File: src/rtl/maze_rom_arbiter.sv
// Two-port arbiter in front of the single synchronous maze ROM: movement wall checks and
// display cell scans share one read per cycle, with tags routing each wall bit back home.
module maze_rom_arbiter #(
    parameter int ADDR_WIDTH  = 11,
    parameter int ROM_LATENCY = 1,
    parameter int BURST_MAX   = 4
) (
    input  logic                  clock,
    input  logic                  reset,
    input  logic                  move_req,
    input  logic [ADDR_WIDTH-1:0] move_addr,
    output logic                  move_ack,
    output logic                  move_rvalid,
    output logic                  move_rdata,
    input  logic                  disp_req,
    input  logic [ADDR_WIDTH-1:0] disp_addr,
    input  logic                  disp_burst,
    output logic                  disp_ack,
    output logic                  disp_rvalid,
    output logic                  disp_rdata,
    output logic [ADDR_WIDTH-1:0] rom_address,
    input  logic                  rom_data
);

    localparam int CNT_W = $clog2(BURST_MAX + 1);
    localparam logic [CNT_W-1:0] CNT_MAX = CNT_W'(BURST_MAX);

    typedef enum logic {
        OWN_MOVE = 1'b0,
        OWN_DISP = 1'b1
    } owner_e;

    typedef struct packed {
        logic   valid;
        owner_e owner;
    } tag_t;

    owner_e                last_owner_q, last_owner_d;
    logic [CNT_W-1:0]      burst_cnt_q, burst_cnt_d;
    logic [ADDR_WIDTH-1:0] addr_q, addr_d;
    tag_t                  tag_q [ROM_LATENCY];
    tag_t                  tag_d [ROM_LATENCY];

    logic grant_move;
    logic grant_disp;
    logic burst_hold;
    tag_t tag_out;

    // Display keeps the ROM during a row scan until it has used up its burst allowance.
    always_comb begin
        // NOTE: every always_comb output gets a default first so no path can infer a latch.
        grant_move = 1'b0;
        grant_disp = 1'b0;
        burst_hold = disp_burst && (last_owner_q == OWN_DISP) && (burst_cnt_q < CNT_MAX);
        if (move_req && disp_req) begin
            if (burst_hold || (last_owner_q == OWN_MOVE)) begin
                grant_disp = 1'b1;
            end else begin
                grant_move = 1'b1;
            end
        end else begin
            grant_move = move_req;
            grant_disp = disp_req;
        end
    end

    always_comb begin
        last_owner_d = last_owner_q;
        burst_cnt_d  = burst_cnt_q;
        addr_d       = addr_q;

        if (grant_move) begin
            last_owner_d = OWN_MOVE;
            addr_d       = move_addr;
        end else if (grant_disp) begin
            last_owner_d = OWN_DISP;
            addr_d       = disp_addr;
        end

        if (!disp_burst || grant_move) begin
            burst_cnt_d = '0;
        end else if (grant_disp && move_req && (burst_cnt_q < CNT_MAX)) begin
            burst_cnt_d = burst_cnt_q + CNT_W'(1);
        end

        tag_d[0].valid = grant_move || grant_disp;
        tag_d[0].owner = grant_disp ? OWN_DISP : OWN_MOVE;
        for (int i = 1; i < ROM_LATENCY; i++) begin
            tag_d[i] = tag_q[i-1];
        end
    end

    always_ff @(posedge clock or negedge reset) begin
        if (!reset) begin
            // NOTE: sequential state uses non-blocking assignments so every flop samples pre-edge values.
            last_owner_q <= OWN_DISP;
            burst_cnt_q  <= '0;
            addr_q       <= '0;
            // NOTE: the tag shift register is reset (unlike a data RAM) so in-flight reads are flushed.
            for (int i = 0; i < ROM_LATENCY; i++) begin
                tag_q[i] <= '0;
            end
        end else begin
            last_owner_q <= last_owner_d;
            burst_cnt_q  <= burst_cnt_d;
            addr_q       <= addr_d;
            for (int i = 0; i < ROM_LATENCY; i++) begin
                tag_q[i] <= tag_d[i];
            end
        end
    end

    // Acks and address are combinational, so they are gated directly by the async reset.
    assign move_ack    = reset && grant_move;
    assign disp_ack    = reset && grant_disp;
    assign rom_address = reset ? addr_d : '0;

    assign tag_out     = tag_q[ROM_LATENCY-1];
    assign move_rvalid = tag_out.valid && (tag_out.owner == OWN_MOVE);
    assign disp_rvalid = tag_out.valid && (tag_out.owner == OWN_DISP);
    assign move_rdata  = move_rvalid && rom_data;
    assign disp_rdata  = disp_rvalid && rom_data;

endmodule

File: config.mk
export PLATFORM = sky130hd
export DESIGN_NAME = maze_rom_arbiter
export DESIGN_NICKNAME = d
export VERILOG_FILES = /design/src/rtl/maze_rom_arbiter.sv
export SDC_FILE = /design/constraint.sdc
export NUM_CORES = 1
export LEC_CHECK = 0
export ABC_AREA = 1
export BUFFER_PORTS_ARGS = -buffer_cell sky130_fd_sc_hd__buf_2
export CORE_MARGIN = 2
export CORE_UTILIZATION = 30
export DETAILED_ROUTE_END_ITERATION = 10
export PLACE_DENSITY = 0.56
export SLEW_MARGIN = 30
export SYNTH_ARGS = -nofsm -noshare
export SYNTH_HDL_FRONTEND = slang
export SYNTH_SLANG_ARGS = --single-unit
File: constraint.sdc
create_clock -name clock -period 3.9 [get_ports clock]
set_input_delay 0.585 -clock clock [delete_from_list [all_inputs] [get_ports clock]]
set_output_delay 0.585 -clock clock [all_outputs]
set_load 0.01 [all_outputs]
==> results of run 1 <==
-- routing by layer --
layer / wire [um] / track usage (%) / up-vias / share of wire (%)
met4: 34 / 3.261 / 0 / 1.4
met5: 0 / 0 / - / 0
met2: 1227 / 23.54 / 38 / 50
met1: 1047 / 16.09 / 487 / 43
li1: - / - / 493 / -
met3: 154 / 4.107 / 5 / 6.3
-- cell type report --
cell class	count	area, um^2	share of cell area [%]
repair buffers	44	220.2	16.96
clock buffers	4	26.28	2.023
flip-flops and latches	17	426.7	32.85
well taps	46	57.56	4.432
multi-input cells	82	488.0	37.57
inverters	21	80.08	6.166
-- worst max-delay path: stages --
cell,delay (ns)
buf_2,0.34
nand3_1,0.44
nand3_1,0.21
nand3_2,0.09
nand2_1,0.07
inv_1,0.05
buf_2,0.13
-- kinds of logic (layout without fill, tap and decap cells) --
kind of cell	Yosys count	after routing
buffers and inverters	28	69
flip-flops	17	17
AO/OA/AOI/OAI	3	3
AND/OR/NAND/NOR	78	78
adder cells (fa/ha/maj)	1	1
-- power breakdown --
group	leakage, nW	switching [W]	internal (W)	total, W
registers	0.206	0.00000559	0.000192	0.000197
logic	0.555	0.0000606	0.0000390	0.0000996
clock network	0.0150	0.0000547	0.0000399	0.0000946
-- state kept, by name, summed over array words and instances (netlist names) --
name / count
last_owner_q: 1
addr_q: 11
burst_cnt_q: 3
tag_out: 2
-- synthesized netlist by cell type --
cell / number
a21oi_1: 3
buf_2: 4
buf_6: 2
clkbuf_8: 1
clkinv_2: 1
dfrtp_1: 16
dfstp_2: 1
ha_1: 1
inv_1: 19
inv_2: 1
nand2_1: 19
nand2_2: 3
nand2_4: 2
nand3_1: 31
nand3_2: 16
nand4_1: 2
nor2_1: 4
nor3_1: 1
-- worst min-delay path by stage --
stage	cells after the start	startpoint	to
6_report	1	reset	addr_q[0]
5_1_grt	1	reset	addr_q[0]
4_1_cts	1	reset	addr_q[0]
3_5_place_dp	2	last_owner_q	last_owner_q
3_3_place_gp	2	last_owner_q	last_owner_q
2_1_floorplan	0	reset	addr_q[0]
-- stage by stage --
stage | cell area [um^2] | utilization [%] | instances
4_1_cts | 1299 | 38.62 | 214
3_5_place_dp | 1272 | 37.83 | 210
2_1_floorplan | 1051 | - | 127
5_1_grt | 1299 | 38.62 | 214
6_report | 1299 | 38.62 | 214
3_3_place_gp | 1272 | 37.83 | 210
-- cell usage in the layout, fill, tap and decap left out, types with 2 or more instances in the layout --
master and instances:
nand4_1 2, nand3_2 16, buf_2 44, a21oi_1 3, nand2_2 3, nand2_1 19
nand2_4 2, inv_1 19, dfrtp_1 16, nor2_1 4, clkbuf_4 3, nand3_1 31
==> reports/qor.yml, run 1 <==
grt_use_total_pct: 13.44
fp-row-count: 21
ys_ff_latch: 17
ys_types: 18
synth_fa_ha_area_share_pct: 1.190
netlist_top_cells_area: "dfrtp_1 38%, nand3_2 15%, nand3_1 15%"
clk_latency_ns: 0.29
dieHeight_um: 63.19
setup_viol: 0
diodes: 0
antenna_found_initial: 0
rrSetupSlack_ns: 2.55
status: "completed"
rr_startpoint: "last_owner_q"
synth_top_area_cell: "dfrtp_1"
gp_congestion: 0.7564
cts_resized: 0
holdBufCountCts: 0
hpwl_um: 1851
final_hold_viol_count: 0
synth_compound_area_share_pct: 1.429
drt_wl_total_um: 2463
firstDrtPassIters: 4
synth_top_family_by_area: "simple AND/OR/NAND/NOR gates"
drtIter0Drc: 23
worstSetupPathType: "in2out"
cts-htree-levels: 1
fin_crit_sh_pct: 64.00
antenna_left: 0
portBuffers: 44
ios: 45
wl_per_cell_um: 11.51
peakVddDrop_uv: 209.1
vias_per_cell: 4.780
fin_crit_ns: 2.496
cts_buffers: 3
worst_clock_skew_ns: 0.001915
vias: 1023
drv_slew: 0
layout-drive-gt1-share_pct: 42.26
cp.required_ns: 3.31
timing.fmax_mhz: 400.6
grt_overflow_total: 0
synthMuxAreaShare_pct: 0
rsz0062_at_grt: "no"
yosysTopAreaCellShare_pct: 38.10
min_path_type: "in2async"
seq_area_frac_synth_pct: 40.60
finalSetupTns_ns: 0
worst_slack_ns: 1.404
grt_max_degree: 30
critPathLaunch: "move_req"
drv_cap: 0
cts.reportedPaths.clkPinSlew_ns: 0.09
end_kind: "output port"
start_kind: "input port"
setup.worst_path.end: "rom_address[3]"
synth_xor_area_share_pct: 0
start_util_pct: 31.25
syn_area_um2: 1051
core_area_um2: 3363
synth_simple_gate_area_share_pct: 43.81
die_x_um: 63.19
cts.sinks: 17
post_cts_buffers: 0
grt_pass1_vias: 988
area_delta_synth_final_pct: 23.57
root_buffer: "clkbuf_4"
power_w: 0.0003917
syn_inst: 127
cts_max_path_buffers: 2
synth.avg_cell_area_um2: 8.276
arrival_ns: 1.91
slew_headroom_pct: 63.09
leakage_nw: 0.7759
crit_fanout: 15
worstMarginPinSlew_ns: 0.5536
die_area_um2: 3993
post-route-drc-count: 0
r2r_end: "addr_q[4]"
hold_ws_ns: 0.2675
layout.nets: 198
yosysWarnings: 0
cts_tree: "done"
powerDensity_nw_per_um2: 301.6
grt_pass1_wl_um: 4298
synth_fp_nets: 156
r2r_cells: 3
nFillCells: 366
pre_cts_slack_ns: 1.383
No activity file was read; power rests on OpenSTA's default activity.
==> run 2: changes to the inputs <==
--- a/config.mk
+++ b/config.mk
@@ -10,7 +10,7 @@
 export CORE_MARGIN = 2
 export CORE_UTILIZATION = 30
 export DETAILED_ROUTE_END_ITERATION = 10
-export PLACE_DENSITY = 0.56
+export PLACE_DENSITY = 0.58
 export SLEW_MARGIN = 30
 export SYNTH_ARGS = -nofsm -noshare
 export SYNTH_HDL_FRONTEND = slang
==> constraint.sdc (replaced) <==
create_clock -name clock -period 2.2 [get_ports clock]
set_input_delay 0.33 -clock clock [delete_from_list [all_inputs] [get_ports clock]]
set_output_delay 0.33 -clock clock [all_outputs]
set_load 0.01 [all_outputs]
==> reports/qor.yml, run 2 (synthesized netlist as in run 1, its figures left out) <==
status: "completed"
hold_start: "move_addr[3]"
core_area_um2: 3363
final_cell_mix: "44 x buf_2, 30 x nand3_1, 19 x nand2_1, 19 x inv_1, 17 x nand3_2"
timing.fmax_mhz: 515.7
portBuffers: 44
grt_pass1_vias: 991
leakage_nw: 0.7936
antenna_found_initial: 0
fin_util_pct: 39.55
start_util_pct: 31.25
setup_viol: 0
diodes: 0
post_cts_buffers: 0
seq_power_share_pct: 49.9
gp_congestion: 0.7531
worstMarginPinSlew_ns: 0.4292
clk_latency_ns: 0.29
power_w: 0.0007017
grt_pass1_wl_um: 4057
powerDensity_nw_per_um2: 527.6
layout.nets: 201
top_register: "addr_q"
grt.met3_usage_pct: 1.964
crit_fanout: 12
final_common_cell: "buf_2"
min_path_type: "in2reg"
drv_slew: 0
layout-drive-gt1-share_pct: 43.86
cts-htree-levels: 1
worst_clock_skew_ns: 0.006663
largest_reg_flops: 11
die_x_um: 63.19
peakVddDrop_uv: 320.0
start_kind: "register"
rsz0062_at_grt: "no"
antenna_left: 0
drtIter0Drc: 34
end_kind: "output port"
gr-usage-met2_pct: 22.47
hold_ws_ns: 0.2838
cts.sinks: 17
vias: 1000
post-route-drc-count: 0
r2r_cells: 3
slew_headroom_pct: 71.38
wl_per_cell_um: 11.53
arrival_ns: 1.61
setup.worst_path.end: "rom_address[9]"
cts_max_path_buffers: 2
die_area_um2: 3993
cts.reportedPaths.clkPinSlew_ns: 0.11
rrSetupSlack_ns: 1.00
pwr-share-comb_pct: 25.9
fin_crit_ns: 1.939
worstSetupPathType: "reg2out"
r2r_end: "addr_q[9]"
met1_usage_pct: 15.13
drv_cap: 0
fin_crit_sh_pct: 88.15
ios: 45
vias_per_cell: 4.608
p_int_w: 0.0004808
cp.required_ns: 1.87
drt_wl_total_um: 2501
grt_overflow_total: 0
top_usage_layer: "met2"
firstDrtPassIters: 4
hpwl_um: 1874
cts_buffers: 3
rr_startpoint: "last_owner_q"
grt_use_total_pct: 12.71
cts_tree: "done"
finalSetupTns_ns: 0
dieHeight_um: 63.19
p_sw_w: 0.0002210
final_hold_viol_count: 0
clkPwrFrac_pct: 24.2
critPathLaunch: "last_owner_q"
swShare_pct: 31.49
area_delta_synth_final_pct: 26.55
grt_max_degree: 23
fp-row-count: 21
root_buffer: "clkbuf_4"
## run 2: changes by cell type in the layout (fill, tap and decap cells not counted)
| cell | delta |
|---|---|
| nand3_2 | +1 |
| buf_4 | +2 |
| nand3_1 | -1 |
| clkbuf_1 | -1 |
| dlygate4sd3_1 | +1 |
| clkinv_2 | +1 |
## run 2: per-stage QoR
stage	setup slack [ns]	cell area, um^2	std cells
2_1_floorplan	0.7671	1051	127
3_3_place_gp	0.4283	1287	212
3_5_place_dp	0.3607	1287	212
4_1_cts	0.07962	1325	217
5_1_grt	0.1617	1330	217
6_report	0.2608	1330	217
## run 2: worst max-delay path: stages, from the launching register on
cell	delay, ns
dfstp_2	0.57
nand3_2	0.24
nand3_1	0.18
nand3_2	0.10
nand2_1	0.07
inv_1	0.04
buf_2	0.13
## run 2: worst min-delay path by stage
stage	to	slack [ns]	cells past startpoint
after floorplan	addr_q[0]	0.03	0
after global placement	addr_q[2]	0.28	1
final	addr_q[3]	0.28	3
after global routing	addr_q[1]	0.27	3
after CTS	addr_q[1]	0.27	3
after detailed placement	addr_q[2]	0.29	1
## run 2: power groups by stage
stage / combinational [W] / sequential [W] / clock [W]
floorplan: 0.000115 / 0.000354 / 0
global placement: 0.000178 / 0.000355 / 0
detailed placement: 0.000182 / 0.000356 / 0
CTS: 0.000184 / 0.000350 / 0.000180
global route: 0.000203 / 0.000352 / 0.000188
finish: 0.000182 / 0.000350 / 0.000170
## run 2: what timing repair did
item,CTS,global route
hold buffers,1,0
gates resized for setup,0,1
endpoints found under the setup margin,0,3
hold endpoints to repair,9,0
## run 2: final cells by class
type,instances,area [um^2]
fill,371,2033
multi-input combinational,82,493.0
sequential,17,426.7
timing repair buffer,47,245.2
inverter,21,80.08
tap,46,57.56
clock buffer,3,22.52
clock inverter,1,5.005
## run 2: per-layer routing
layer  part of all wire [%]  vias to the layer above
met2                     50                       32
met3                    5.6                        4
met5                      0                        -
met1                     43                      465
li1                       -                      499
met4                    1.4                        0
==> run 3: changes to the inputs <==
--- a/config.mk
+++ b/config.mk
@@ -7,10 +7,13 @@
 export LEC_CHECK = 0
 export ABC_AREA = 1
 export BUFFER_PORTS_ARGS = -buffer_cell sky130_fd_sc_hd__buf_2
+export CELL_PAD_IN_SITES_DETAIL_PLACEMENT = 1
+export CELL_PAD_IN_SITES_GLOBAL_PLACEMENT = 2
+export CORE_ASPECT_RATIO = 0.75
 export CORE_MARGIN = 2
-export CORE_UTILIZATION = 30
+export CORE_UTILIZATION = 23
 export DETAILED_ROUTE_END_ITERATION = 10
-export PLACE_DENSITY = 0.58
+export PLACE_DENSITY = 0.75
 export SLEW_MARGIN = 30
 export SYNTH_ARGS = -nofsm -noshare
 export SYNTH_HDL_FRONTEND = slang
==> reports/qor.yml, run 3 (synthesized netlist as in run 1, its figures left out) <==
grt_overflow_total: 0
fp-row-count: 21
die_area_um2: 5132
fin_crit_ns: 2.073
final_common_cell: "buf_2"
dieHeight_um: 62.54
multi_input_area_um2: 488.0
rrSetupSlack_ns: 0.82
p_int_w: 0.0005431
p_sw_w: 0.0002296
r2r_cells: 3
cts_tree: "done"
drt_wl_total_um: 2865
worstMarginPinSlew_ns: 0.4865
finalSetupTns_ns: 0
drv_cap: 0
ios: 45
drtIter0Drc: 45
status: "completed"
pwr-share-comb_pct: 24.2
fin_cells: 229
top_register: "addr_q"
antenna_left: 0
slew_headroom_pct: 67.47
vias_per_cell: 4.402
seq_power_share_pct: 45.3
cts.sinks: 17
grt_pass1_wl_um: 5147
rr_startpoint: "last_owner_q"
grt_pass1_vias: 1130
worst_clock_skew_ns: 0.003783
timing.fmax_mhz: 482.4
crit_fanout: 12
layout-drive-gt1-share_pct: 43.02
post_cts_buffers: 0
final_hold_viol_count: 0
start_util_pct: 23.67
final-seq-area_um2: 426.7
whs_endpoint: "addr_q[4]"
portBuffers: 44
arrival_ns: 1.74
cts_resized: 0
holdBufCountCts: 1
clk_latency_ns: 0.25
peakVddDrop_uv: 263.4
drv_slew: 0
r2r_end: "addr_q[4]"
rsz0062_at_grt: "no"
firstDrtPassIters: 4
hold_ws_ns: 0.3275
layout.nets: 202
diodes: 0
powerDensity_nw_per_um2: 566.6
setup_viol: 0
start_kind: "register"
hpwl_um: 2229
cp.required_ns: 1.87
antenna_found_initial: 0
placed_cells: 224
grt_max_degree: 15
min_path_type: "in2reg"
post-route-drc-count: 0
final_cell_mix: "44 x buf_2, 31 x nand3_1, 19 x nand2_1, 19 x inv_1"
core_area_um2: 4441
leakage_nw: 0.8022
largest_reg_flops: 11
vias: 1008
end_kind: "output port"
wl_per_cell_um: 12.51
die_x_um: 82.06
nFillCells: 554
cts_buffers: 3
worstSetupPathType: "reg2out"
gp_congestion: 0.7448
swShare_pct: 29.71
hold_start: "move_addr[4]"
hold_depth: 3
cts_max_path_buffers: 2
cts.reportedPaths.clkPinSlew_ns: 0.07
grt_use_total_pct: 12.71
root_buffer: "clkbuf_8"
cts-htree-levels: 1
area_delta_synth_final_pct: 29.76
clkPwrFrac_pct: 30.5
fin_crit_sh_pct: 94.23
[run 3: changes by cell type in the layout (fill, tap and decap cells not counted)]
cell      change
clkbuf_4      -3
clkbuf_8      +3
buf_4         +1
clkbuf_1      +1
clkinv_2      -1
nand3_1       +1
nand3_2       -1
[run 3: power groups by stage]
stage | clock network, W | logic (W) | registers [W]
6_report | 0.000236 | 0.000187 | 0.000350
5_1_grt | 0.000260 | 0.000211 | 0.000354
3_3_place_gp | 0 | 0.000184 | 0.000355
2_1_floorplan | 0 | 0.000115 | 0.000354
4_1_cts | 0.000247 | 0.000190 | 0.000351
3_5_place_dp | 0 | 0.000188 | 0.000356
[run 3: per-layer routing]
layer | GRT usage (%) | up-vias | part of all wire, %
li1 | - | 500 | -
met1 | 16.61 | 482 | 45
met2 | 20.93 | 26 | 49
met3 | 4.335 | 0 | 5.9
met4 | 1.250 | 0 | 0
met5 | 0 | - | 0
[run 3: layout make-up]
class | instances | area share, %
Clock buffer | 4 | 3.303
Inverter | 21 | 5.872
Multi-Input combinational cell | 82 | 35.78
Sequential cell | 17 | 31.28
Tap cell | 57 | 5.229
Timing Repair Buffer | 48 | 18.53
[run 3: worst max-delay path, cell delays in order (launching register included)]
cell and delay [ns]:
dfstp_2 0.55, nand3_1 0.37, nand3_1 0.23, nand3_2 0.10, nand2_1 0.07, inv_1 0.04
buf_2 0.13
[run 3: stage by stage]
step	util (%)	setup slack (ns)	total power, W	instance area, um^2
6_report	30.71	0.1270	0.0007728	1364
5_1_grt	30.71	0.005594	0.0008241	1364
4_1_cts	30.71	0.1193	0.0007875	1364
3_5_place_dp	29.47	0.3966	0.0005446	1309
3_3_place_gp	29.47	0.4012	0.0005394	1309
2_1_floorplan	-	0.7671	0.0004684	1051
[run 3: how the worst max path moves through the flow]
stage | from | endpoint | slack, ns
after global routing | last_owner_q | rom_address[9] | 0.006
after global placement | disp_burst | rom_address[4] | 0.40
after CTS | last_owner_q | rom_address[7] | 0.12
after floorplan | last_owner_q | rom_address[3] | 0.77
final | last_owner_q | rom_address[7] | 0.13
after detailed placement | disp_burst | rom_address[7] | 0.40
